**src/rtl/approx_pkg.sv**
```systemverilog
// Shared constants and FSM encoding for the approximate-multiplier datapath.
package approx_pkg;
  localparam int PROD_W = 16;

  typedef enum logic {
    ACC  = 1'b0,
    DONE = 1'b1
  } state_e;
endpackage

```
**src/rtl/approx_sat_add.sv**
```systemverilog
// Unsigned W-bit + PROD_W-bit saturating adder; pure combinational.
import approx_pkg::*;

module approx_sat_add #(
  parameter int W = 24
) (
  input  logic [W-1:0]      a_i,
  input  logic [PROD_W-1:0] b_i,
  output logic [W-1:0]      sum_o,
  output logic              ovf_o
);
  logic [W:0] full;

  // One extra bit catches the carry out of the W-bit accumulator.
  assign full  = {1'b0, a_i} + {{(W + 1 - PROD_W){1'b0}}, b_i};
  assign ovf_o = full[W];
  assign sum_o = ovf_o ? {W{1'b1}} : full[W-1:0];
endmodule

```
**src/rtl/approx_acc_16.sv**
```systemverilog
// Packetised saturating accumulator for the multiplier's truncated product stream.
// Beats are registered once before the fold; one result per packet on a valid/ready port.
import approx_pkg::*;

module approx_acc_16 #(
  parameter int ACC_W   = 24,
  parameter int MAX_LEN = 64,
  localparam int CNT_W  = $clog2(MAX_LEN + 1)
) (
  input  logic              clk,
  input  logic              rst_n,
  input  logic [PROD_W-1:0] p_in,
  input  logic              p_valid,
  input  logic              p_last,
  output logic              p_ready,
  output logic [ACC_W-1:0]  sum_out,
  output logic [CNT_W-1:0]  sum_cnt,
  output logic              sum_sat,
  output logic              sum_valid,
  input  logic              sum_ready
);
  state_e              state_q;
  logic [PROD_W-1:0]   p_q;
  logic                last_q;
  logic                v_q;
  logic [ACC_W-1:0]    acc_q;
  logic [ACC_W-1:0]    acc_d;
  logic [CNT_W-1:0]    cnt_q;
  logic [CNT_W-1:0]    cnt_d;
  logic                sat_q;
  logic                sat_d;
  logic                ovf;
  logic                end_pending;
  logic                accept;

  approx_sat_add #(.W(ACC_W)) u_add (
    .a_i   (acc_q),
    .b_i   (p_q),
    .sum_o (acc_d),
    .ovf_o (ovf)
  );

  // The beat sitting in the capture register closes the packet, so stop accepting now.
  assign end_pending = v_q && (last_q || (cnt_q == CNT_W'(MAX_LEN - 1)));
  assign p_ready     = rst_n && (state_q == ACC) && !end_pending;
  assign accept      = p_valid && p_ready;

  assign cnt_d = cnt_q + 1'b1;
  assign sat_d = sat_q | ovf;

  assign sum_valid = (state_q == DONE);
  assign sum_out   = sum_valid ? acc_q : '0;
  assign sum_cnt   = sum_valid ? cnt_q : '0;
  assign sum_sat   = sum_valid & sat_q;

  always_ff @(posedge clk) begin
    if (!rst_n) begin
      state_q <= ACC;
      p_q     <= '0;
      last_q  <= 1'b0;
      v_q     <= 1'b0;
      acc_q   <= '0;
      cnt_q   <= '0;
      sat_q   <= 1'b0;
    end else begin
      v_q <= accept;
      if (accept) begin
        p_q    <= p_in;
        last_q <= p_last;
      end
      case (state_q)
        ACC: begin
          if (v_q) begin
            acc_q <= acc_d;
            cnt_q <= cnt_d;
            sat_q <= sat_d;
            if (end_pending) state_q <= DONE;
          end
        end
        DONE: begin
          if (sum_ready) begin
            acc_q   <= '0;
            cnt_q   <= '0;
            sat_q   <= 1'b0;
            state_q <= ACC;
          end
        end
        default: state_q <= ACC;
      endcase
    end
  end
endmodule

```
**config.mk**
```make
export PLATFORM = sky130hd
export DESIGN_NAME = approx_acc_16
export DESIGN_NICKNAME = d
export VERILOG_FILES = /design/src/rtl/approx_pkg.sv /design/src/rtl/approx_sat_add.sv /design/src/rtl/approx_acc_16.sv
export SDC_FILE = /design/constraint.sdc
export NUM_CORES = 1
export LEC_CHECK = 0
export CORE_ASPECT_RATIO = 0.7
export CORE_MARGIN = 1.5
export CORE_UTILIZATION = 30
export DETAILED_ROUTE_END_ITERATION = 8
export PLACE_DENSITY_LB_ADDON = 0.08
export SYNTH_ARGS = -nofsm -noshare
export SYNTH_HDL_FRONTEND = slang
export SYNTH_HIERARCHICAL = 1
export SYNTH_SLANG_ARGS = --single-unit
export TNS_END_PERCENT = 30
```
**constraint.sdc**
```tcl
create_clock -name clk -period 2.65 [get_ports clk]
set_input_delay 0.3975 -clock clk [delete_from_list [all_inputs] [get_ports clk]]
set_output_delay 0.3975 -clock clk [all_outputs]
set_load 0.005 [all_outputs]
```
==> metrics.yaml <==
outcome: "complete, no violations"
grt_max_degree: 38
synth_commonest_cells: "dfxtp_1, nand2_1, nor2_1"
tightest_slew_ns: 0.850
grt_pass1_vias: 2864
track_usage_pct: 16.2
ant_nets: 0
synth.top_cell.area_share_pct: 31.1
finalSetupViolations: 0
crit_path_start_kind: "flip-flop"
ys_warn_count: 6
tns_ns: 0
power_mw: 1.80
rsz0062_at_grt: "false"
whs_ns: 0.466
drive_gt1_share_pct: 9.59
cts_htree_levels: 2
synth_largest_area_cell: "dfxtp_1"
cts_tree: "yes"
rows: 31
numPortBuffers: 54
synth_enable_flop_cells: 0
hold_viol: 0
hpwl_um: 6770
async_flop_share_pct: 0
ys.flop_type: "dfxtp_1"
crit_type: "reg -> reg"
final_net_count: 507
max_freq_mhz: 400
die_y_um: 90.5
r2r-start: "acc_q[0]"
grt_remaining_overflow: 0
clkTransAtPathRegs_ns: 0.07
min_path_type: "reg -> reg"
required_ns: 2.83
skew_ns: 0.00531
drt_iter0_drc: 128
ys_seq_area_share_pct: 31.1
cp_data_arrival_time_ns: 2.68
drtPass1Iterations: 4
ioPinCount: 55
die_w_um: 128
remaining_drc_errors: 0
cts_root_buf: "clkbuf_16"
wirelength_um: 9080
slew_viol_final: 0
clockBufferDepth: 2
vias: 3062
wl_per_cell_um: 15.1
cts-hold-fix-buffers: 0
clock_latency_ns: 0.29
postSynthAreaPerCell_um2: 7.92
syn_nets: 453
grt_pass1_wl_um: 14900
gp_congestion: 0.857
diodes: 0
initial_core_util_pct: 31.3
antenna_found_initial: 0
hold_path.startpoint: "p_q[11]"
postLayoutCoreUtil_pct: 40.1
fin_crit_sh_pct: 94.2
via_per_inst: 5.09
cts_inserted_buffers: 5
die-area_um2: 11600
critPathCaptureType: "flip-flop"
fill_cells: 1089
cts_sinks: 51
peakVddDrop_v: 0.000370
fin_crit_ns: 2.50
synth_cell_types: 55
slew_headroom_pct: 43.3
power.density_nw_per_um2: 429
postSynthCellCount: 414
synth_area_um2: 3280
cap_violations: 0
startpoint: "acc_q[0]"
coreArea_um2: 10500
p_leak_nw: 1.60
syn_to_final_growth_pct: 28.2
cp_max_fo: 4
ys_seq_elements: 51
synth_area_leaders: "dfxtp_1, and2_1, ha_1, nand2_1, a22oi_1"
==> worst paths after layout <==
kind               endpoint  slack, ns  cells after the start
setup / recovery  acc_q[20]       0.15                     10
hold / removal      p_q[11]       0.47                      2
setup reg to reg  acc_q[20]       0.15                     10
hold reg to reg     p_q[11]       0.47                      2
==> cells by family (layout without fill, tap and decap cells) <==
logic type | Yosys count | count (layout) | share of synthesized area (%)
muxes | 4 | 4 | 1.41
buffers and inverters | 31 | 86 | 4.27
and+or+nand+nor | 177 | 177 | 25.8
AOI/OAI and AO/OA | 115 | 115 | 25.4
DFF | 51 | 51 | 31.1
xor gates and xnor gates | 18 | 18 | 4.81
adders and majority gates | 18 | 18 | 7.10
==> metal layers <==
| layer | global-route usage (%) | up-vias | routed length (um) | part of all wire (%) |
|---|---|---|---|---|
| met1 | 25.9 | 1397 | 5120 | 56 |
| li1 | - | 1593 | - | - |
| met4 | 2.81 | 0 | 59 | 0.65 |
| met5 | 0 | - | 0 | 0 |
| met2 | 22.1 | 67 | 3460 | 38 |
| met3 | 2.90 | 5 | 434 | 4.8 |
==> cell usage in the layout (no fill, tap or decap), drive strengths merged, types with 3 or more instances in the layout <==
master,netlist,routed
a211oi,4,4
o31a,3,3
o211ai,4,4
nand3,24,24
buf,10,16
clkbuf,13,7
a22oi,25,25
xnor2,10,10
xor2,8,8
nor2,39,39
a31oi,3,3
a21o,3,3
dfxtp,51,51
o21ai,28,28
and2,38,38
ha,17,17
nand2b,3,3
nand2,52,52
inv,7,7
nor3,6,6
nand4,7,7
a21oi,22,22
clkdlybuf4s50,0,54
o21a,8,8
==> report_power, final <==
group / internal, mW / switching (mW) / leakage [nW]
clock network: 0.402 / 0.292 / 0.0761
logic: 0.121 / 0.160 / 1.11
registers: 0.800 / 0.0270 / 0.416
==> timing repair <==
| item | 4_1_cts | 5_1_grt |
|---|---|---|
| resized for setup | 0 | 4 |
| setup endpoints to repair | 0 | 24 |
| buffers inserted | 0 | 2 |
==> worst max-delay path, cell delays in order, from the launching register on <==
cell	delay, ns
dfxtp_1	0.36
ha_1	0.21
fa_1	0.26
nand3_2	0.15
a211oi_4	0.36
o21ai_4	0.11
a31oi_4	0.26
o2111ai_2	0.14
mux2_4	0.32
a22oi_1	0.16
nor2_1	0.05
==> state kept, by name, summed over array words and instances (netlist names) <==
register and cells:
acc_q 24, p_q 16, cnt_q 7, last_q 1
sat_q 1, sum_valid 1, v_q 1
==> cell type report <==
type                       count  area, um^2  area share, %
sequential                    51        1020           24.3
timing repair buffer          70         673           16.0
multi-input combinational    332        2150           51.3
tap                          132         165           3.93
clock inverter                 1        7.51          0.179
clock buffer                   7         153           3.63
inverter                       8        30.0          0.714
==> stage by stage <==
step           setup slack (ns)  cell area (um^2)  instances
4_1_cts                  0.0500              4160        599
3_3_place_gp              0.126              4000        591
6_report                  0.153              4200        601
2_1_floorplan             0.231              3280        414
3_5_place_dp             0.0657              4000        591
5_1_grt                  0.0317              4200        601
No activity file was read; power rests on OpenSTA's default activity.
==> RTL change 1: new RTL, same settings <==
Make the reset (`rst_n`) asynchronous in one clocked block.
--- a/src/rtl/approx_acc_16.sv
+++ b/src/rtl/approx_acc_16.sv
@@ -54,5 +54,5 @@
   assign sum_sat   = sum_valid & sat_q;
 
-  always_ff @(posedge clk) begin
+  always_ff @(posedge clk or negedge rst_n) begin
     if (!rst_n) begin
       state_q <= ACC;
Function: differs if rst_n is asserted again (counterexample within 4 cycles, from zero or initial values and one cycle with rst_n low); with rst_n held inactive, the same outputs for 4 cycles.
==> RTL change 1 against the unedited design <==
Hold slack worse by 0.014 ns; cell area rose by 2.2%; worst setup slack worse by 0.038 ns; synthesized cell count down 15%; area after synthesis grew 4.0%; routed wire length down 4.6%; maximum frequency decreased by 1.5%; sequential share of layout area rose by 5.4 points; sequential cell count unchanged; highest routed layer unchanged.
Power is not compared: it rests on default switching activity, and its combinational part moved more than twofold at a synthesized area within 25%.
==> RTL change 1: results (changes against the unedited design) <==
----------------------------------------------------
[Status]
  Status ... complete, no violations

[Timing]
  Highest attainable clock frequency ... 0.394 GHz (-1.5%)
  Relative slew slack ... 55.1% (+12 points)
  Post-route clock skew ... 0.00565 ns (+0.000347 ns)

[Critical path]
  Endpoint of the worst register-to-register path ... acc_q[20]
  Worst r2r path cells ... 9 (-1)
  Arrival time at the worst endpoint ... 2.72 ns (+0.04 ns)

[Logic synthesis]
  Number of unique standard cell types used by synthesis ... 58 (+5.5%)
  Average cell area after synthesis ... 9.66 um^2 (+22%)
  Fraction of synthesized area in multiplexers ... 6.31% (+4.9 points)
  Parity-gate share of the synthesized area counting xor and xnor cells ... 3.60% (-1.2 points)
  Most instantiated cells after synthesis ... sky130_fd_sc_hd__dfrtp_1 (51), sky130_fd_sc_hd__nand2_1 (38), sky130_fd_sc_hd__and2_1 (34)
  Top cells by area in the synthesized netlist ... sky130_fd_sc_hd__dfrtp_1 (37%), sky130_fd_sc_hd__a22o_1 (6.4%), sky130_fd_sc_hd__and2_1 (6.2%)
  Adder-cell share of the synthesized area ... 6.83% (-0.27 points)
  Share of synthesized area occupied by flip-flops and latches ... 37.4% (+6.3 points)
  Fraction of registers with async set/reset ... 100% (+100 points)
  Synth Area in Compound Gates ... 24.3% (-1.2 points)

[Detailed routing]
  Wl on met1 ... 4660 um (-9.0%)
  Iteration-0 DRC Markers ... 89 (-30%)
  Number of vias after detailed routing ... 2831 (-7.5%)
  DR WL met2 ... 3600 um (+4.0%)
  Met3 WL ... 332 um (-24%)
  Routed Wire Length ... 8660 um (-4.6%)

[Power and ir drop]
  Static Leakage ... 0.00182 uW

[GRT]
  Pin count of the biggest net entering global routing ... 51 (+34%)
  Overall track demand over capacity in global routing ... 15.3% (-0.85 points)
  Met1 demand-to-capacity share in global routing ... 22.6% (-3.2 points)
  Met3 Track Usage GR ... 3.38% (+0.48 points)
  Met2 GRT Util ... 22.6% (+0.50 points)
  Global-route wire length before repair ... 14300 um (-4.3%)

[Place]
  Final weighted congestion of routability-driven global placement ... 0.768 (-10%)

[Hold path]
  HP Class ... in2async

[Final layout]
  Fin cells ... 564 (-6.2%)
  Ratio of cells with drive above 1 in the final layout ... 12.2% (+2.6 points)

----------------------------------------------------
## RTL change 1: per-stage QoR
stage	cell area (um^2)	power, uW
floorplan	3410	2740
global placement	4140	3240
detailed placement	4140	3270
CTS	4290	3950
global route	4300	4250
finish	4300	3920
## RTL change 1: layout make-up
type / instances / area, um^2
inverters: 10 / 37.5
clock buffers: 5 / 125
repair buffers: 65 / 621
multi-input cells: 277 / 2030
flip-flops and latches: 51 / 1280
well taps: 153 / 191
fillers: 1168 / 6760
clock inverters: 3 / 15.0
## RTL change 1: worst max path at each step
stage                 to      from
3_3_place_gp   acc_q[20]  acc_q[0]
4_1_cts        acc_q[20]  acc_q[0]
5_1_grt        acc_q[22]  acc_q[0]
3_5_place_dp   acc_q[20]  acc_q[0]
6_report       acc_q[20]  acc_q[0]
2_1_floorplan  acc_q[20]  acc_q[0]
## RTL change 1: critical path, cell delays in order (launching register included)
cell and delay, ns:
sky130_fd_sc_hd__dfrtp_1 0.40, sky130_fd_sc_hd__ha_1 0.25, sky130_fd_sc_hd__fa_2 0.38, sky130_fd_sc_hd__nand3_1 0.15
sky130_fd_sc_hd__a211oi_2 0.11, sky130_fd_sc_hd__o21ai_2 0.21, sky130_fd_sc_hd__a31oi_4 0.14, sky130_fd_sc_hd__o2111ai_2 0.24
sky130_fd_sc_hd__mux2_4 0.32, sky130_fd_sc_hd__a22o_1 0.20
## RTL change 1: report_power, final
part / internal [uW] / switching (uW) / leakage [uW] / total (uW)
clock: 346 / 306 / 0.0000733 / 652
sequential: 1000 / 204 / 0.000648 / 1200
combinational: 966 / 1090 / 0.00110 / 2060
total: 2310 / 1600 / 0.00182 / 3920
## RTL change 1: repair_timing
action,CTS,global route
resized for setup,0,1
hold buffers,1,0
endpoints found under the hold margin,1,0
endpoints found under the setup margin,0,11
buffers inserted,0,0
==> RTL change 2: new RTL, same flow settings <==
Made on the original files. The package constant `PROD_W` goes from 16 to 20.
--- a/src/rtl/approx_pkg.sv
+++ b/src/rtl/approx_pkg.sv
@@ -1,5 +1,5 @@
 // Shared constants and FSM encoding for the approximate-multiplier datapath.
 package approx_pkg;
-  localparam int PROD_W = 16;
+  localparam int PROD_W = 20;
 
   typedef enum logic {
Ports: changed (resized p_in); port bits go from 55 to 59. The function was not compared with the original's and may differ.
==> RTL change 2 against the unedited design <==
Synthesized cell count increased by 8.7%; worst setup slack got worse by 0.039 ns; routed wire length grew 17%; sequential cell count grew 4; count of clock-buffer cells in the layout decreased by 1; area after synthesis increased by 9.4%; global-route usage rose by 0.89 points; sequential share of layout area is 0.69 points lower; cell area is 11% higher; non-clock buffer count rose by 9; utilization fell by 0.12 points; total power grew 11%; clock skew about the same; critical path depth grew 2; critical path type unchanged; largest power group unchanged.
==> RTL change 2: results (changes against the unedited design) <==
----------------------------------------------------
[Place]
  Number of placed cells counting well taps ... 656 (+11%)
  Final weighted congestion of routability-driven global placement ... 0.846 (-1.3%)
  Half-perimeter wire length after placement ... 7820 um (+15%)
  Setup slack after placement ... -0.0182 ns (-0.0838 ns)
  Input/output buffers ... 58 (+7.4%)
  Cell Area, Placed ... 4380 um^2 (+9.5%)

[Logic synthesis]
  Count of yosys warnings during synthesis ... 6 (unchanged)
  Synthesized Nets ... 497 (+9.7%)
  Post-synthesis instance total ... 450 (+8.7%)
  Most instantiated cells after synthesis ... sky130_fd_sc_hd__nand2_1 (57), sky130_fd_sc_hd__dfxtp_1 (55), sky130_fd_sc_hd__nor2_1 (44)
  Fraction of registers with async set/reset ... 0% (unchanged)
  Number of unique standard cell types used by synthesis ... 50 (-9.1%)
  Share of synthesized area occupied by flip-flops and latches ... 30.7% (-0.45 points)
  Top cells by area in the synthesized netlist ... sky130_fd_sc_hd__dfxtp_1 (31%), sky130_fd_sc_hd__ha_1 (7.3%), sky130_fd_sc_hd__and2_1 (6.6%)

[Detailed routing]
  Post-detailed-route via-to-cell ratio ... 5.16 (+1.2%)
  ANT nets after route ... 0 (unchanged)
  Routed Wire Length ... 10700 um (+17%)
  Iteration-0 DRC Markers ... 259 (+100%)
  Wire length per cell after detailed routing ... 15.9 um (+5.3%)

[Final layout]
  Top flop regs ... acc_q x24, p_q x20, cnt_q x7
  Number of filler instances in the final layout ... 1202 (+10%)
  Nets@finish ... 559 (+10%)
  Ratio of cells with drive above 1 in the final layout ... 14.4% (+4.8 points)

[Critical path]
  Arrival time at the worst endpoint ... 2.72 ns (+0.04 ns)
  Largest fanout on the critical path ... 10 (+6)
  Critical-path top delay cell ... sky130_fd_sc_hd__fa_2
  Worst r2r path cells ... 12 (+2)
  Worst setup startpoint ... acc_q[0]

[GRT]
  Global-route wire length before repair ... 17000 um (+14%)
  Overall track demand over capacity in global routing ... 17.1% (+0.89 points)
  Pin count of the biggest net entering global routing ... 37 (-2.6%)
  Vias in the first global route ... 3152 (+10%)

[Clock network]
  Buffer depth of the longest clock path ... 2 (unchanged)
  Clock latency of the later-clocked register in the worst-skew pair ... 0.30 ns

[Power and ir drop]
  Proportion of total power due to net switching ... 29.3% (+2.7 points)
  Sequential group share of total power ... 45.6% (-0.3 points)
  Max rail drop VDD ... 0.404 mV (+9.1%)
  Overall power ... 1990 uW (+11%)
  Clock group ... 721 uW (+3.9%)
  Static Leakage ... 0.00193 uW (+20%)

[Timing]
  Pin slew with the least headroom to its limit ... 0.482 ns (-0.368 ns)
  Final hold vios ... 0 (unchanged)
  Post-route clock skew ... 0.00562 ns (+0.000315 ns)

[Hold path]
  Min-Delay Startpoint ... p_q[12]

[Status]
  Status ... complete, no violations

----------------------------------------------------
-- RTL change 2: cell types whose count changed after synthesis, sizes merged, moves of 3 or more --
cell | unedited run | this run
o2111ai | 1 | 5
xor2 | 8 | 11
o21a | 8 | 4
nand2 | 52 | 57
o21ai | 28 | 32
dfxtp | 51 | 55
nor2 | 39 | 44
a21o | 3 | 13
nand3 | 24 | 32
ha | 17 | 21
nor3 | 6 | 2
o31a | 3 | 0
a31oi | 3 | 7
-- RTL change 2: final timing paths --
path,to,slack [ns]
hold / removal,p_q[12],0.48
setup / recovery,acc_q[0],0.11
hold reg to reg,p_q[12],0.48
setup reg to reg,acc_q[0],0.11
-- RTL change 2: cell type report --
type	count	area, um^2	share of cell area [%]
Clock buffer	6	139	2.97
Clock inverter	2	17.5	0.375
Inverter	9	33.8	0.722
Multi-Input combinational cell	362	2420	51.8
Sequential cell	55	1100	23.6
Tap cell	157	196	4.20
Timing Repair Buffer	79	763	16.3
-- RTL change 2: kinds of logic (layout without fill, tap and decap cells) --
kind of cell / count (synthesis) / in the layout / synth area share [%]
DFF: 55 / 55 / 30.7
buffers and inverters: 33 / 96 / 4.22
xor gates and xnor gates: 20 / 20 / 4.88
AOI/OAI and AO/OA: 127 / 127 / 26.2
muxes: 5 / 5 / 1.50
and+or+nand+nor: 188 / 188 / 24.6
adders and majority gates: 22 / 22 / 7.88
-- RTL change 2: per-layer routing --
layer	GRT usage (%)	part of all wire [%]	vias up
li1	-	-	1727
met4	2.63	0.28	0
met1	27.0	56	1647
met2	23.8	40	80
met3	3.01	4.2	2
met5	0	0	-
-- RTL change 2: repair_timing --
action / CTS / global route
setup endpoints to repair: 17 / 23
pin swaps: 4 / 9
resized for setup: 2 / 14
buffers inserted: 2 / 4
endpoints found under the hold margin: 0 / 0
